## src/rtl/seg_scan_ctrl_pkg.sv

```systemverilog
// seg_scan_ctrl_pkg
// Shared definitions for the four-digit seven-segment scan controller:
//   scan_state_t : scan FSM states (BLANK = all anodes off, DRIVE = one anode on)
//   SEG_FONT     : 16-entry hex font, active-low, bit order {g,f,e,d,c,b,a}
//   SEG_OFF      : all segments dark
//   AN_OFF       : all anodes off
package seg_scan_ctrl_pkg;

  typedef enum logic {
    BLANK = 1'b0,
    DRIVE = 1'b1
  } scan_state_t;

  localparam logic [6:0] SEG_FONT [16] = '{
    7'b1000000,  // 0
    7'b1111001,  // 1
    7'b0100100,  // 2
    7'b0110000,  // 3
    7'b0011001,  // 4
    7'b0010010,  // 5
    7'b0000010,  // 6
    7'b1111000,  // 7
    7'b0000000,  // 8
    7'b0010000,  // 9
    7'b0001000,  // A
    7'b0000011,  // b
    7'b1000110,  // C
    7'b0100001,  // d
    7'b0000110,  // E
    7'b0001110   // F
  };

  localparam logic [6:0] SEG_OFF = 7'h7F;
  localparam logic [3:0] AN_OFF  = 4'b1111;

endpackage

```

## src/rtl/seg_scan_ctrl_hex2seg.sv

```systemverilog
// hex2seg
// Purely combinational hex-nibble to seven-segment decoder (active-low).
// Ports:
//   nibble : 4-bit hex value
//   seg_n  : 7-bit active-low segment pattern {g,f,e,d,c,b,a}
module hex2seg
  import seg_scan_ctrl_pkg::*;
(
  input  logic [3:0] nibble,
  output logic [6:0] seg_n
);

  assign seg_n = SEG_FONT[nibble];

endmodule

```

## src/rtl/seg_scan_ctrl.sv

```systemverilog
// seg_scan_ctrl
// Time-multiplexed driver for a four-digit common-anode seven-segment display.
// Each digit gets BLANK_CYC cycles with every anode off (ghosting guard)
// followed by TICK_DIV cycles with its own anode driven. New data is staged
// in a pending register and promoted to the displayed (active) register only
// at the end of digit 3, so a frame never mixes old and new values.
// Ports:
//   clk        : clock, rising edge
//   rst_n      : asynchronous active-low reset
//   data_in    : four hex nibbles, nibble i drives digit i (digit 3 = MSD)
//   dp_in      : per-digit decimal point request, active-high
//   load       : capture strobe for data_in / dp_in
//   blank_lz   : leading-zero blanking enable, sampled live
//   seg        : segments {g,f,e,d,c,b,a}, active-low, registered
//   dp         : decimal point, active-low, registered
//   an         : digit anodes, active-low, registered
//   frame_done : one-cycle pulse during the frame-boundary cycle
module seg_scan_ctrl
  import seg_scan_ctrl_pkg::*;
#(
  parameter int TICK_DIV  = 100000,
  parameter int BLANK_CYC = 1000
) (
  input  logic        clk,
  input  logic        rst_n,
  input  logic [15:0] data_in,
  input  logic [3:0]  dp_in,
  input  logic        load,
  input  logic        blank_lz,
  output logic [6:0]  seg,
  output logic        dp,
  output logic [3:0]  an,
  output logic        frame_done
);

  localparam int CNT_MAX = (TICK_DIV > BLANK_CYC) ? TICK_DIV : BLANK_CYC;
  localparam int CNT_W   = (CNT_MAX > 2) ? $clog2(CNT_MAX) : 1;

  localparam logic [CNT_W-1:0] DRIVE_LAST = CNT_W'(TICK_DIV - 1);
  localparam logic [CNT_W-1:0] DRIVE_PRE  = CNT_W'(TICK_DIV - 2);
  localparam logic [CNT_W-1:0] BLANK_LAST = CNT_W'(BLANK_CYC - 1);

  scan_state_t      state;
  logic [1:0]       idx;
  logic [CNT_W-1:0] cnt;

  logic [15:0] pend_data;
  logic [3:0]  pend_dp;
  logic [15:0] act_data;
  logic [3:0]  act_dp;

  logic        boundary;
  logic        boundary_next;
  logic [3:0]  nib_p0;
  logic        lz_blank_p0;
  logic        shown_p0;
  logic [6:0]  font_p0;

  // Last DRIVE cycle of digit 3: the promotion cycle.
  assign boundary      = (state == DRIVE) && (idx == 2'd3) && (cnt == DRIVE_LAST);
  // One cycle earlier, so the registered frame_done lines up with the boundary.
  assign boundary_next = (state == DRIVE) && (idx == 2'd3) && (cnt == DRIVE_PRE);

  // Staging: pending always holds the most recent load, so copying it at
  // every boundary is correct whether or not a new load arrived this frame.
  always_ff @(posedge clk or negedge rst_n) begin
    if (!rst_n) begin
      pend_data <= '0;
      pend_dp   <= '0;
      act_data  <= '0;
      act_dp    <= '0;
    end else begin
      if (load) begin
        pend_data <= data_in;
        pend_dp   <= dp_in;
      end
      if (boundary) begin
        act_data <= load ? data_in : pend_data;
        act_dp   <= load ? dp_in   : pend_dp;
      end
    end
  end

  // ---- stage p0: digit select, leading-zero test, decode ----
  always_comb begin
    nib_p0 = act_data[3:0];
    case (idx)
      2'd0:    nib_p0 = act_data[3:0];
      2'd1:    nib_p0 = act_data[7:4];
      2'd2:    nib_p0 = act_data[11:8];
      default: nib_p0 = act_data[15:12];
    endcase
  end

  // A digit is a leading zero when it and every more significant nibble are 0.
  always_comb begin
    lz_blank_p0 = 1'b0;
    if (blank_lz) begin
      case (idx)
        2'd3:    lz_blank_p0 = (act_data[15:12] == 4'h0);
        2'd2:    lz_blank_p0 = (act_data[15:8]  == 8'h00);
        2'd1:    lz_blank_p0 = (act_data[15:4]  == 12'h000);
        default: lz_blank_p0 = 1'b0;
      endcase
    end
  end

  assign shown_p0 = (state == DRIVE) && !lz_blank_p0;

  hex2seg u_hex2seg (
    .nibble (nib_p0),
    .seg_n  (font_p0)
  );

  // ---- stage p1: scan FSM and registered display outputs ----
  always_ff @(posedge clk or negedge rst_n) begin
    if (!rst_n) begin
      state      <= BLANK;
      idx        <= 2'd0;
      cnt        <= '0;
      an         <= AN_OFF;
      seg        <= SEG_OFF;
      dp         <= 1'b1;
      frame_done <= 1'b0;
    end else begin
      frame_done <= boundary_next;
      an         <= (state == DRIVE) ? ~(4'b0001 << idx) : AN_OFF;
      seg        <= shown_p0 ? font_p0 : SEG_OFF;
      dp         <= shown_p0 ? ~act_dp[idx] : 1'b1;

      case (state)
        BLANK: begin
          if (cnt == BLANK_LAST) begin
            state <= DRIVE;
            cnt   <= '0;
          end else begin
            cnt <= cnt + CNT_W'(1);
          end
        end
        DRIVE: begin
          if (cnt == DRIVE_LAST) begin
            state <= BLANK;
            cnt   <= '0;
            idx   <= idx + 2'd1;
          end else begin
            cnt <= cnt + CNT_W'(1);
          end
        end
        default: begin
          state <= BLANK;
          cnt   <= '0;
        end
      endcase
    end
  end

endmodule

```

## config.mk

```make
export PLATFORM = sky130hd
export DESIGN_NAME = seg_scan_ctrl
export DESIGN_NICKNAME = d
export VERILOG_FILES = /design/src/rtl/seg_scan_ctrl_pkg.sv /design/src/rtl/seg_scan_ctrl_hex2seg.sv /design/src/rtl/seg_scan_ctrl.sv
export SDC_FILE = /design/constraint.sdc
export NUM_CORES = 1
export LEC_CHECK = 0
export CORE_MARGIN = 8
export CORE_UTILIZATION = 40
export DETAILED_ROUTE_END_ITERATION = 10
export PLACE_DENSITY = 0.69
export SLEW_MARGIN = 30
export SYNTH_ARGS = -nofsm -noshare
export SYNTH_HDL_FRONTEND = slang
export SYNTH_SLANG_ARGS = --single-unit
```

## constraint.sdc

```tcl
create_clock -name clk -period 2.32 [get_ports clk]
set_clock_uncertainty 0.1 [all_clocks]
set_input_delay 0.232 -clock clk [delete_from_list [all_inputs] [get_ports clk]]
set_output_delay 0.232 -clock clk [all_outputs]
set_load 0.005 [all_outputs]
```

==> results.txt <==
outcome: complete, no violations
routability congestion estimate from global placement: 0.8315
Slew headroom: 0.5626
Fill cells: 692
nets: 366
critical path class: reg -> reg
Least-Margin Pin Slew: 0.6562 ns
DR top layer: met4
Clock Tree Buf Depth: 2
number of global-route vias before repair: 2323
Syn-to-layout area delta: 29.52%
initial antenna violation count: 0
yosys warns: 0
Post-Syn Area: 3395 sq um
CP Launch Point: idx[1]
Die W: 108.1 um
Critical Path Source Type: flip-flop
GRT Total Usage: 0.1225
DRT antenna net count: 0
arrival time worst endpoint: 2.46 ns
#FFs+latches synth: 73
CTS root buf: clkbuf_8
core footprint: 8217 sq um
asr flop ratio synth: 1.000
vias per std cell: 5.084
met3 WL post-DR: 374 um
CTS clk-pin slew, worst paths: 0.08 ns
Port Buffers: 36
routed len/inst: 15.98 um
DR pass1 iterations: 5
number of flops mapped to enable cells by yosys: 0
drt drc: 0
VDD IR max: 295.2 uV
DRC marker count from the first detailed-route iteration: 106
H-tree depth: 3
Fmax achieved: 0.4353 GHz
post-synth top area cell: dfrtp_1
R2R cell count: 10
post-layout min period: 2.297 ns
fin. max-slew vios: 0
WP data required: 2.48 ns
hpwl dp: 4896 um
Area contributors post-synth: dfrtp_1 45%, dfstp_2 9.3%, mux2_4 8.8%, mux2_2 7.3%, ha_1 4.8%
Cells after Synth: 264
reg-to-reg endpoint: seg[3]
post-synthesis net count: 301
Max Cap Viol: 0
M1 wire length: 2939 um
Fin Hold WS: 0.3490 ns
worst-skew pair later-pin latency: 0.34 ns
crit-path max FO: 5
Yosys top cell area share: 0.4497
post-synthesis sequential area ratio: 0.5426
LEAKAGE: 1.943 nW
Row Count: 33
# diodes: 0
Clock Sinks: 73
Main synth FF type: dfrtp_1
Cell Pwr Density: 633.5 nW/um^2
syn_area_per_cell: 12.86 sq um
I/O pin total: 37
reg2reg setup slack: 0.02 ns
Overflow after GRT: 0
TritonCTS clock tree: built
WL met2: 3614 um
pin count of the biggest net entering global routing: 45
worst min path class: in -> async
Num CTS Buffers: 9
die area: 11690 sq um
vias: 2232
RR Startpoint: idx[1]
WL final: 7017 um
Starting Density: 0.4131
share of layout cells above drive strength 1: 0.3653
Setup crit end kind: flip-flop
Synth cell types: 38
crit share post-route: 0.9901
top-count cell post-synth: dfrtp_1
Final Hold Viols: 0
Setup violations, final: 0
first-pass GRT wire length: 11450 um
Post-synth top cells: 61 x dfrtp_1, 22 x mux2_2, 20 x mux2_4, 20 x nor2_1, 17 x nand2_1
die span in y: 108.1 um
setup_tns: 0 ns
RSZ-0062 raised after global routing: yes
==> critical path: stages (launching register included) <==
cell and delay, ns:
dfrtp_1 0.40, inv_2 0.09, ha_4 0.18, a222oi_1 0.40, mux2i_1 0.18, buf_4 0.19
ha_4 0.17, nor2_1 0.14, a21oi_1 0.06, a22oi_1 0.19, o221ai_1 0.13
==> cells by family (layout without fill, tap and decap cells) <==
kind of cell    Yosys count  in the layout  synth area share
xor+xnor                 16             16           0.04128
mux                      47             47            0.1799
flops                    73             73            0.5426
simple gates             71             71            0.1109
buf+inv                  20             90           0.02728
compound gates           24             24           0.05013
fa+ha+maj                13             13           0.04792
==> metrics by stage <==
stage / area, sq um / util / instances / setup slack [ns] / total power [W]
2_1_floorplan: 3395 / - / 264 / 0.02286 / 0.001474
3_3_place_gp: 3998 / 0.4865 / 416 / 0.05109 / 0.001573
3_5_place_dp: 3998 / 0.4865 / 416 / 0.01129 / 0.001582
4_1_cts: 4270 / 0.5197 / 435 / 0.01024 / 0.002790
5_1_grt: 4397 / 0.5351 / 439 / -0.1770 / 0.002890
6_report: 4397 / 0.5351 / 439 / 0.02295 / 0.002785
==> cell usage in the layout, fill, tap and decap left out, types with 6 or more instances in the layout <==
cell	count
dfstp_2	12
nand3_1	12
inv_1	7
xnor2_1	8
buf_4	21
mux2_2	22
nor2_1	19
nand2_1	17
clkbuf_8	9
ha_1	7
xor2_1	8
clkdlybuf4s50_1	35
mux2_4	20
dfrtp_1	60
inv_2	6
==> area by class of cell <==
| type | count | area (sq um) | area share |
|---|---|---|---|
| Sequential cell | 73 | 1843 | 0.4192 |
| Multi-Input combinational cell | 171 | 1556 | 0.3540 |
| Timing Repair Buffer | 61 | 574.3 | 0.1306 |
| Tap cell | 105 | 131.4 | 0.02988 |
| Clock buffer | 9 | 123.9 | 0.02817 |
| Clock inverter | 7 | 118.9 | 0.02703 |
| Inverter | 13 | 48.80 | 0.01110 |
==> sequential cells by signal, summed over array words and instances (netlist names) <==
register    cells
pend_data      16
idx             2
cnt            17
pend_dp         4
frame_done      1
act_dp          4
act_data       16
an              4
state           1
seg             7
dp              1
==> report_power, final <==
group	leakage [nW]	internal, W	switching (W)
Sequential	0.895	0.00132	0.0000230
Combinational	0.932	0.000127	0.000102
Clock	0.115	0.000714	0.000494
Total	1.94	0.00217	0.000619
==> layer usage <==
layer	up-vias	global-route usage
met5	-	0
li1	1059	-
met4	0	0.04658
met3	12	0.04105
met2	55	0.2058
met1	1106	0.1416
==> worst max path at each step <==
stage                     slack [ns]  endpoint
after floorplan                 0.02    seg[3]
after global placement          0.05    seg[3]
after detailed placement        0.01    seg[3]
after CTS                       0.01    seg[3]
after global routing           -0.18    seg[3]
final                           0.02    seg[3]
==> repair_timing <==
| action | in CTS | in global routing |
|---|---|---|
| pin swaps | 1 | 10 |
| hold buffers | 1 | 0 |
| setup endpoints to repair | 1 | 4 |
| buffers inserted | 2 | 4 |
| endpoints found under the hold margin | 17 | 0 |
| resized for setup | 2 | 25 |
No activity file was read; power rests on OpenSTA's default activity.
